===== config.mk =====
export PLATFORM = sky130hd
export DESIGN_NAME = fib_acc
export DESIGN_NICKNAME = d
export VERILOG_FILES = /design/src/rtl/fib_acc.sv
export SDC_FILE = /design/constraint.sdc
export NUM_CORES = 1
export LEC_CHECK = 0
export BUFFER_PORTS_ARGS = -buffer_cell sky130_fd_sc_hd__buf_4
export CORE_UTILIZATION = 59
export CTS_CLUSTER_SIZE = 30
export DETAILED_ROUTE_END_ITERATION = 10
export GPL_TIMING_DRIVEN = 0
export PLACE_DENSITY = 0.86
export REMOVE_ABC_BUFFERS = 1
export SLEW_MARGIN = 0
export SYNTH_ARGS = -nofsm -noshare
export SYNTH_HDL_FRONTEND = slang
export SYNTH_SLANG_ARGS = --single-unit

===== constraint.sdc =====
create_clock -name CLK -period 4.5 [get_ports CLK]
set_input_delay 0.9 -clock CLK [delete_from_list [all_inputs] [get_ports CLK]]
set_output_delay 0.9 -clock CLK [all_outputs]
set_load 0.01 [all_outputs]

===== src/rtl/fib_acc.sv =====
// fib_acc: accumulates groups of 32-bit Fibonacci results into a saturating sum behind valid/ready ports.
// Optional per-group maximum tracking is enabled by defining FIB_ACC_MAX_EN.
module fib_acc #(
    parameter int ACC_W = 48,
    parameter int CNT_W = 8
) (
    input  logic             CLK,
    input  logic             rst_n,
    input  logic             clr,
    input  logic [CNT_W-1:0] len_in,
    input  logic [31:0]      res_in,
    input  logic             vld_in,
    output logic             rdy_in,
    output logic [ACC_W-1:0] sum_out,
    output logic [CNT_W-1:0] cnt_out,
    output logic             ovf_out,
    output logic [31:0]      max_out,
    output logic             vld_out,
    input  logic             rdy_out
);

    // Handshakes: a word moves on a rising edge where valid and ready are both high; a
    // producer keeps valid and data steady until that edge, and ready never depends on valid.
    typedef enum logic [1:0] {
        IDLE = 2'd0,
        ACC  = 2'd1,
        HOLD = 2'd2
    } state_t;

    localparam logic [CNT_W:0] ONE = {{CNT_W{1'b0}}, 1'b1};

    state_t           state;
    state_t           state_nx;
    logic [ACC_W-1:0] acc;
    logic [CNT_W:0]   count;
    logic [CNT_W:0]   len;
    logic             ovf;
    logic             accept;
    logic             xfer;
    logic [CNT_W:0]   len_first;
    logic [CNT_W:0]   count_inc;
    logic [ACC_W:0]   sum_wide;

    assign accept    = vld_in & rdy_in;
    assign xfer      = vld_out & rdy_out;
    // A zero length field stands for a full 2^CNT_W group, hence the extra bit.
    assign len_first = (len_in == '0) ? {1'b1, {CNT_W{1'b0}}} : {1'b0, len_in};
    assign count_inc = count + ONE;
    assign sum_wide  = {1'b0, acc} + {{(ACC_W - 31){1'b0}}, res_in};

    always_comb begin
        state_nx = state;
        case (state)
            IDLE:    if (accept) state_nx = (len_first == ONE) ? HOLD : ACC;
            ACC:     if (accept && (count_inc == len)) state_nx = HOLD;
            HOLD:    if (xfer) state_nx = IDLE;
            default: state_nx = IDLE;
        endcase
        if (clr) state_nx = IDLE;
    end

    // rdy_in and vld_out are registered copies of the next state so both stay low in reset.
    always_ff @(posedge CLK or negedge rst_n) begin
        if (!rst_n) begin
            state   <= IDLE;
            rdy_in  <= 1'b0;
            vld_out <= 1'b0;
            acc     <= '0;
            count   <= '0;
            len     <= '0;
            ovf     <= 1'b0;
        end else begin
            state   <= state_nx;
            rdy_in  <= (state_nx != HOLD);
            vld_out <= (state_nx == HOLD);
            if (clr || ((state == HOLD) && xfer)) begin
                acc   <= '0;
                count <= '0;
                len   <= '0;
                ovf   <= 1'b0;
            end else if (accept && (state == IDLE)) begin
                acc   <= ACC_W'(res_in);
                count <= ONE;
                len   <= len_first;
                ovf   <= 1'b0;
            end else if (accept && (state == ACC)) begin
                count <= count_inc;
                if (sum_wide[ACC_W]) begin
                    acc <= '1;
                    ovf <= 1'b1;
                end else begin
                    acc <= sum_wide[ACC_W-1:0];
                end
            end
        end
    end

    assign sum_out = acc;
    assign cnt_out = count[CNT_W-1:0];
    assign ovf_out = ovf;

`ifdef FIB_ACC_MAX_EN
    logic [31:0] max_r;

    always_ff @(posedge CLK or negedge rst_n) begin
        if (!rst_n) begin
            max_r <= '0;
        end else if (clr || ((state == HOLD) && xfer)) begin
            max_r <= '0;
        end else if (accept && (state == IDLE)) begin
            max_r <= res_in;
        end else if (accept && (state == ACC) && (res_in > max_r)) begin
            max_r <= res_in;
        end
    end

    assign max_out = max_r;
`else
    assign max_out = 32'h0;
`endif

endmodule


## Yosys cells after proc, flatten, opt, wreduce, memory -nomap -nowiden

Cells that the tools add are included.

- Bits in registers: 71
- Input port bits: 45
- Output and inout port bits: 91
- Logic and storage cells: 48

- $add $sub $neg: 2
- Equality and inequality tests: 6
- Mux-type cells: 20
- Bitwise logic cells: 2
- Reduce and logical (&&, ||, !) cells: 11

Operators by type and width:

| kind | count |
|---|---|
| $mux W48 | 4 |
| $mux W9 | 6 |
| $add A48 B32 Y49 | 1 |
| $mux W2 | 5 |
| $add A9 B1 Y9 const B | 1 |
| $eq A9 B1 Y1 const B | 1 |
| $eq A9 B9 Y1 | 1 |
| $logic_not A8 Y1 | 1 |
| $pmux W2 S3 | 1 |
| $reduce_bool A3 Y1 | 2 |
| $eq A2 B2 Y1 const B | 2 |
| $logic_and A1 B1 Y1 | 4 |
| $mux W1 | 4 |
| $and A1 B1 Y1 | 2 |
| $eq A2 B1 Y1 const B | 1 |
| $logic_not A2 Y1 | 1 |
| $ne A2 B2 Y1 const B | 1 |
| $reduce_and A2 Y1 | 1 |
| $reduce_bool A2 Y1 | 1 |
| $logic_or A1 B1 Y1 | 1 |

## Logic depth before layout (Yosys ltp)

- Depth in word-level cells: 8
- Mapped depth: 11
- Mapped depth without buffers: 10

## Worst setup path after synthesis

Ideal clock, no wire load.

- Path kind: input to register
- From: input port res_in[0]
- To: register acc[12] (netlist: sum_out[12])
- Setup time: 0.122 ns
- Data arrival time: 3.047 ns
- Required time: 4.378 ns
- Slack: 1.331 ns
- Stages: 11
- Path buffers: 1
- Cell sequence: ha_1 > fa_1 > a21oi_1 > o221ai_2 > a311oi_2 > o221ai_2 > nand2_4 > o21ai_4 > buf_6 > o221ai_1 > nand2_1

- Cells in the longest elaborated chain, start to end: 5

Ends and longest elaborated chain:

| what | RTL line | text |
|---|---|---|
| start, declared | 11 | `input logic [31:0] res_in,` |
| $add A48 B32 Y49 | 49 | `assign sum_wide = {1'b0, acc} + {{(ACC_W - 31){1'b0}}, res_in};` |
| $mux W48 | 88 | `if (sum_wide[ACC_W]) begin` |
| $mux W48 | 86 | `end else if (accept && (state == ACC)) begin` |
| $mux W48 | 81 | `end else if (accept && (state == IDLE)) begin` |
| $mux W48 | 76 | `if (clr \|\| ((state == HOLD) && xfer)) begin` |
| end signal, assigned | 82 | `acc <= ACC_W'(res_in);` |
| end signal, assigned | 92 | `acc <= sum_wide[ACC_W-1:0];` |
| end, declared | 34 | `logic [ACC_W-1:0] acc;` |

Every way passes these cells. The select of a mux whose other input is x is not followed.
A chain may end at the register's enable or synchronous reset.

## Final worst setup path

- From: input port res_in[0]
- To: register acc[9] (netlist: sum_out[9])

The elaborated chain is that of the path after synthesis.

==> impl_metrics.env <==
export IMPL_fin_crit_sh_pct=79.0
export IMPL_synth_top_area_cell="dfrtp_1"
export IMPL_grt_pass1_vias=5299
export IMPL_nFillCells=783
export IMPL_cts_setup_buffers=0
export IMPL_grt_max_degree=72
export IMPL_max_cap_violations=0
export IMPL_seq_area_um2=1780
export IMPL_hold_path_class="register to register"
export IMPL_cp_arrival_ns=3.82
export IMPL_cts_buffer_depth=2
export IMPL_cp_slowest_cell="a311oi_2"
export IMPL_min_from="sum_out[26]"
export IMPL_setup_violations_final=0
export IMPL_synthDistinctLibCells=78
export IMPL_hold_viol_final=0
export IMPL_io_buffers=103
export IMPL_viasPerCell=6.14
export IMPL_cts_tree="done"
export IMPL_grt_overflow_total=0
export IMPL_synth_top_area_share_pct=30.7
export IMPL_layout_common_cells="nand2_1, buf_4, dfrtp_1"
export IMPL_fmax_mhz=281
export IMPL_cp_required_ns=4.76
export IMPL_wl_met1_um=6210
export IMPL_antenna_found_initial=0
export IMPL_clk_latency_ns=0.37
export IMPL_leakage_nw=3.24
export IMPL_maxSlewHeadroom_pct=32.6
export IMPL_highest_layer="met4"
export IMPL_wl_per_cell_um=15.9
export IMPL_crit_start="res_in[0]"
export IMPL_netlist_instances=705
export IMPL_synthTopCellsByArea="dfrtp_1, nand2_1, ha_1"
export IMPL_startpoint_type="input pin"
export IMPL_r2r_start="sum_out[0]"
export IMPL_drt_wl_total_um=14600
export IMPL_path_max_fanout=32
export IMPL_synthArstFlopShare_pct=100
export IMPL_hpwlAfterDp_um=10400
export IMPL_critical_path_class="input pin to register"
export IMPL_setup_slack_ns=0.945
export IMPL_post_place_ws_ns=0.650
export IMPL_finalInstanceArea_um2=6680
export IMPL_multi_input_area_um2=3660
export IMPL_ys_warn_count=0
export IMPL_synth_avg_cell_area_um2=8.22
export IMPL_worstMarginPinSlew_ns=1.00
export IMPL_rsz0062_at_grt="false"
export IMPL_cts_root_buffer="clkbuf_8"
export IMPL_synth_main_ff_cell="dfrtp_1"
export IMPL_gp_congestion=0.924
export IMPL_postRouteAntennaNets=0
export IMPL_synth_edf_count=0
export IMPL_ir_worst_vdd_v=0.000187
export IMPL_synthesis_area_um2=5800
export IMPL_drive_gt1_share_pct=19.8
export IMPL_drc=0
export IMPL_finalClockSkew_ns=0.0160
export IMPL_cts_sinks=71
export IMPL_ys_seq_area_share_pct=30.7
export IMPL_powerDensity_nw_per_um2=284
export IMPL_min_period_ns=3.56
export IMPL_design_die_area_um2=10200
export IMPL_num_nets_final=862
export IMPL_core_area_um2=9370
export IMPL_io_pins=136
export IMPL_status="finished clean"
export IMPL_wl_met2_um=7130
export IMPL_grt_pass1_wl_um=24300
export IMPL_postCtsHoldBufs=0
export IMPL_cp_common_cell="o221ai_2"
export IMPL_ctsResizeCount=0
export IMPL_die_h_um=101
export IMPL_start_util_pct=61.8
export IMPL_wl_met3_um=909
export IMPL_clk_pin_slew_worst_paths_ns=0.09
export IMPL_ys_ff_latch=71
export IMPL_h_tree_depth=3
export IMPL_syn2layout_area_growth_pct=15.2
export IMPL_final_common_cell="nand2_1"
export IMPL_slew_violations=0
export IMPL_grt_use_total_pct=29.7
export IMPL_core_rowCount=35
export IMPL_cp_end_kind="register"
export IMPL_slowest_delay_ns=0.55
export IMPL_vias=5626
export IMPL_crit_chain="buf_4, ha_1, fa_1, a21oi_1, o221ai_2, a311oi_2, o221ai_2, nand2_4, o21ai_4, o21ba_2, o21ai_1"
export IMPL_firstDrtPassIters=5
export IMPL_drt_iter0_markers=246
export IMPL_dpl_instance_area_um2=6470
export IMPL_n_antenna_cell=0
export IMPL_die_w_um=101
export IMPL_cts_buffers=9
## per-layer routing
layer | vias up | track usage, %
li1 | 2657 | -
met1 | 2678 | 37.8
met2 | 257 | 50.2
met3 | 34 | 5.48
met4 | 0 | 11.3
met5 | - | 0
## Yosys cell counts, types with 2 or more instances
master / count
nor4_4: 2
buf_6: 3
nor3_1: 13
a41oi_1: 2
and3_1: 11
or3_1: 2
nand4_1: 7
o32ai_1: 2
or2_2: 3
nand2b_1: 4
inv_1: 10
xor2_1: 11
o21ai_0: 43
a211o_1: 5
buf_2: 3
nor2b_1: 5
and2_1: 2
nand3_1: 21
o21bai_1: 5
o21ai_1: 4
buf_4: 43
clkbuf_1: 23
a21oi_1: 52
nor4_1: 4
a31o_2: 3
nand2_2: 2
xnor2_1: 24
dfrtp_1: 71
o211ai_1: 3
nand2_1: 137
nor2_1: 41
a31oi_1: 11
o221ai_2: 3
mux2i_1: 5
o21a_1: 6
o31ai_1: 5
ha_1: 33
o221ai_1: 30
o21ai_2: 2
a21boi_1: 2
a21o_1: 9
a21boi_0: 2
## registers in the layout, indices dropped and copies added, names as in the netlist
name	flops
count	9
len	9
ovf_out	1
rdy_in	1
state	2
sum_out	48
vld_out	1
## worst max-delay path, delay by kind of cell
family,cells,cell delay [ns]
fa+ha+maj,2,0.70
compound gates,7,1.88
buf+inv,1,0.12
simple gates,1,0.19
## report_power, final
part | switching [W] | internal (W) | leakage [nW]
logic | 0.000365 | 0.000256 | 2.18
clock network | 0.000277 | 0.000277 | 0.101
registers | 0.0000462 | 0.000674 | 0.960
## final cells by class
type / instances / share of cell area [%]
well taps: 129 / 2.42
repair buffers: 108 / 12.5
inverters: 10 / 0.562
flip-flops and latches: 71 / 26.6
multi-input cells: 583 / 54.8
clock inverters: 5 / 0.956
clock buffers: 11 / 2.12
## kinds of logic (layout without fill, tap and decap cells)
kind of cell / after synthesis / count (layout) / synth area share (%)
and+or+nand+nor: 267 / 267 / 21.6
AOI/OAI and AO/OA: 210 / 210 / 25.5
buffers and inverters: 82 / 134 / 8.55
DFF: 71 / 71 / 30.7
xor gates and xnor gates: 35 / 35 / 5.29
adders and majority gates: 34 / 34 / 7.47
muxes: 5 / 5 / 0.864
other: 1 / 32 / 0.0647
## final timing paths
check / endpoint / cells past startpoint / slack [ns]
worst max-delay path: sum_out[9] / 11 / 0.94
worst min-delay path: sum_out[26] / 2 / 0.50
worst max register to register: sum_out[9] / 10 / 1.20
worst min register to register: sum_out[26] / 2 / 0.50
max in group asynchronous: state[0] / 1 / 3.18
min in group asynchronous: sum_out[8] / 1 / 0.66
## metrics by stage
step,instances,util [%],setup TNS [ns],total power (W),hold WS [ns]
2_1_floorplan,664,-,0,0.00114,0.475
3_3_place_gp,896,68.2,-46.25,0.00131,0.481
3_5_place_dp,901,69.0,0,0.00134,0.493
4_1_cts,917,71.2,0,0.00189,0.510
5_1_grt,917,71.2,0,0.00200,0.538
6_report,917,71.2,0,0.00189,0.504
Power figures use the tool's default switching activity.
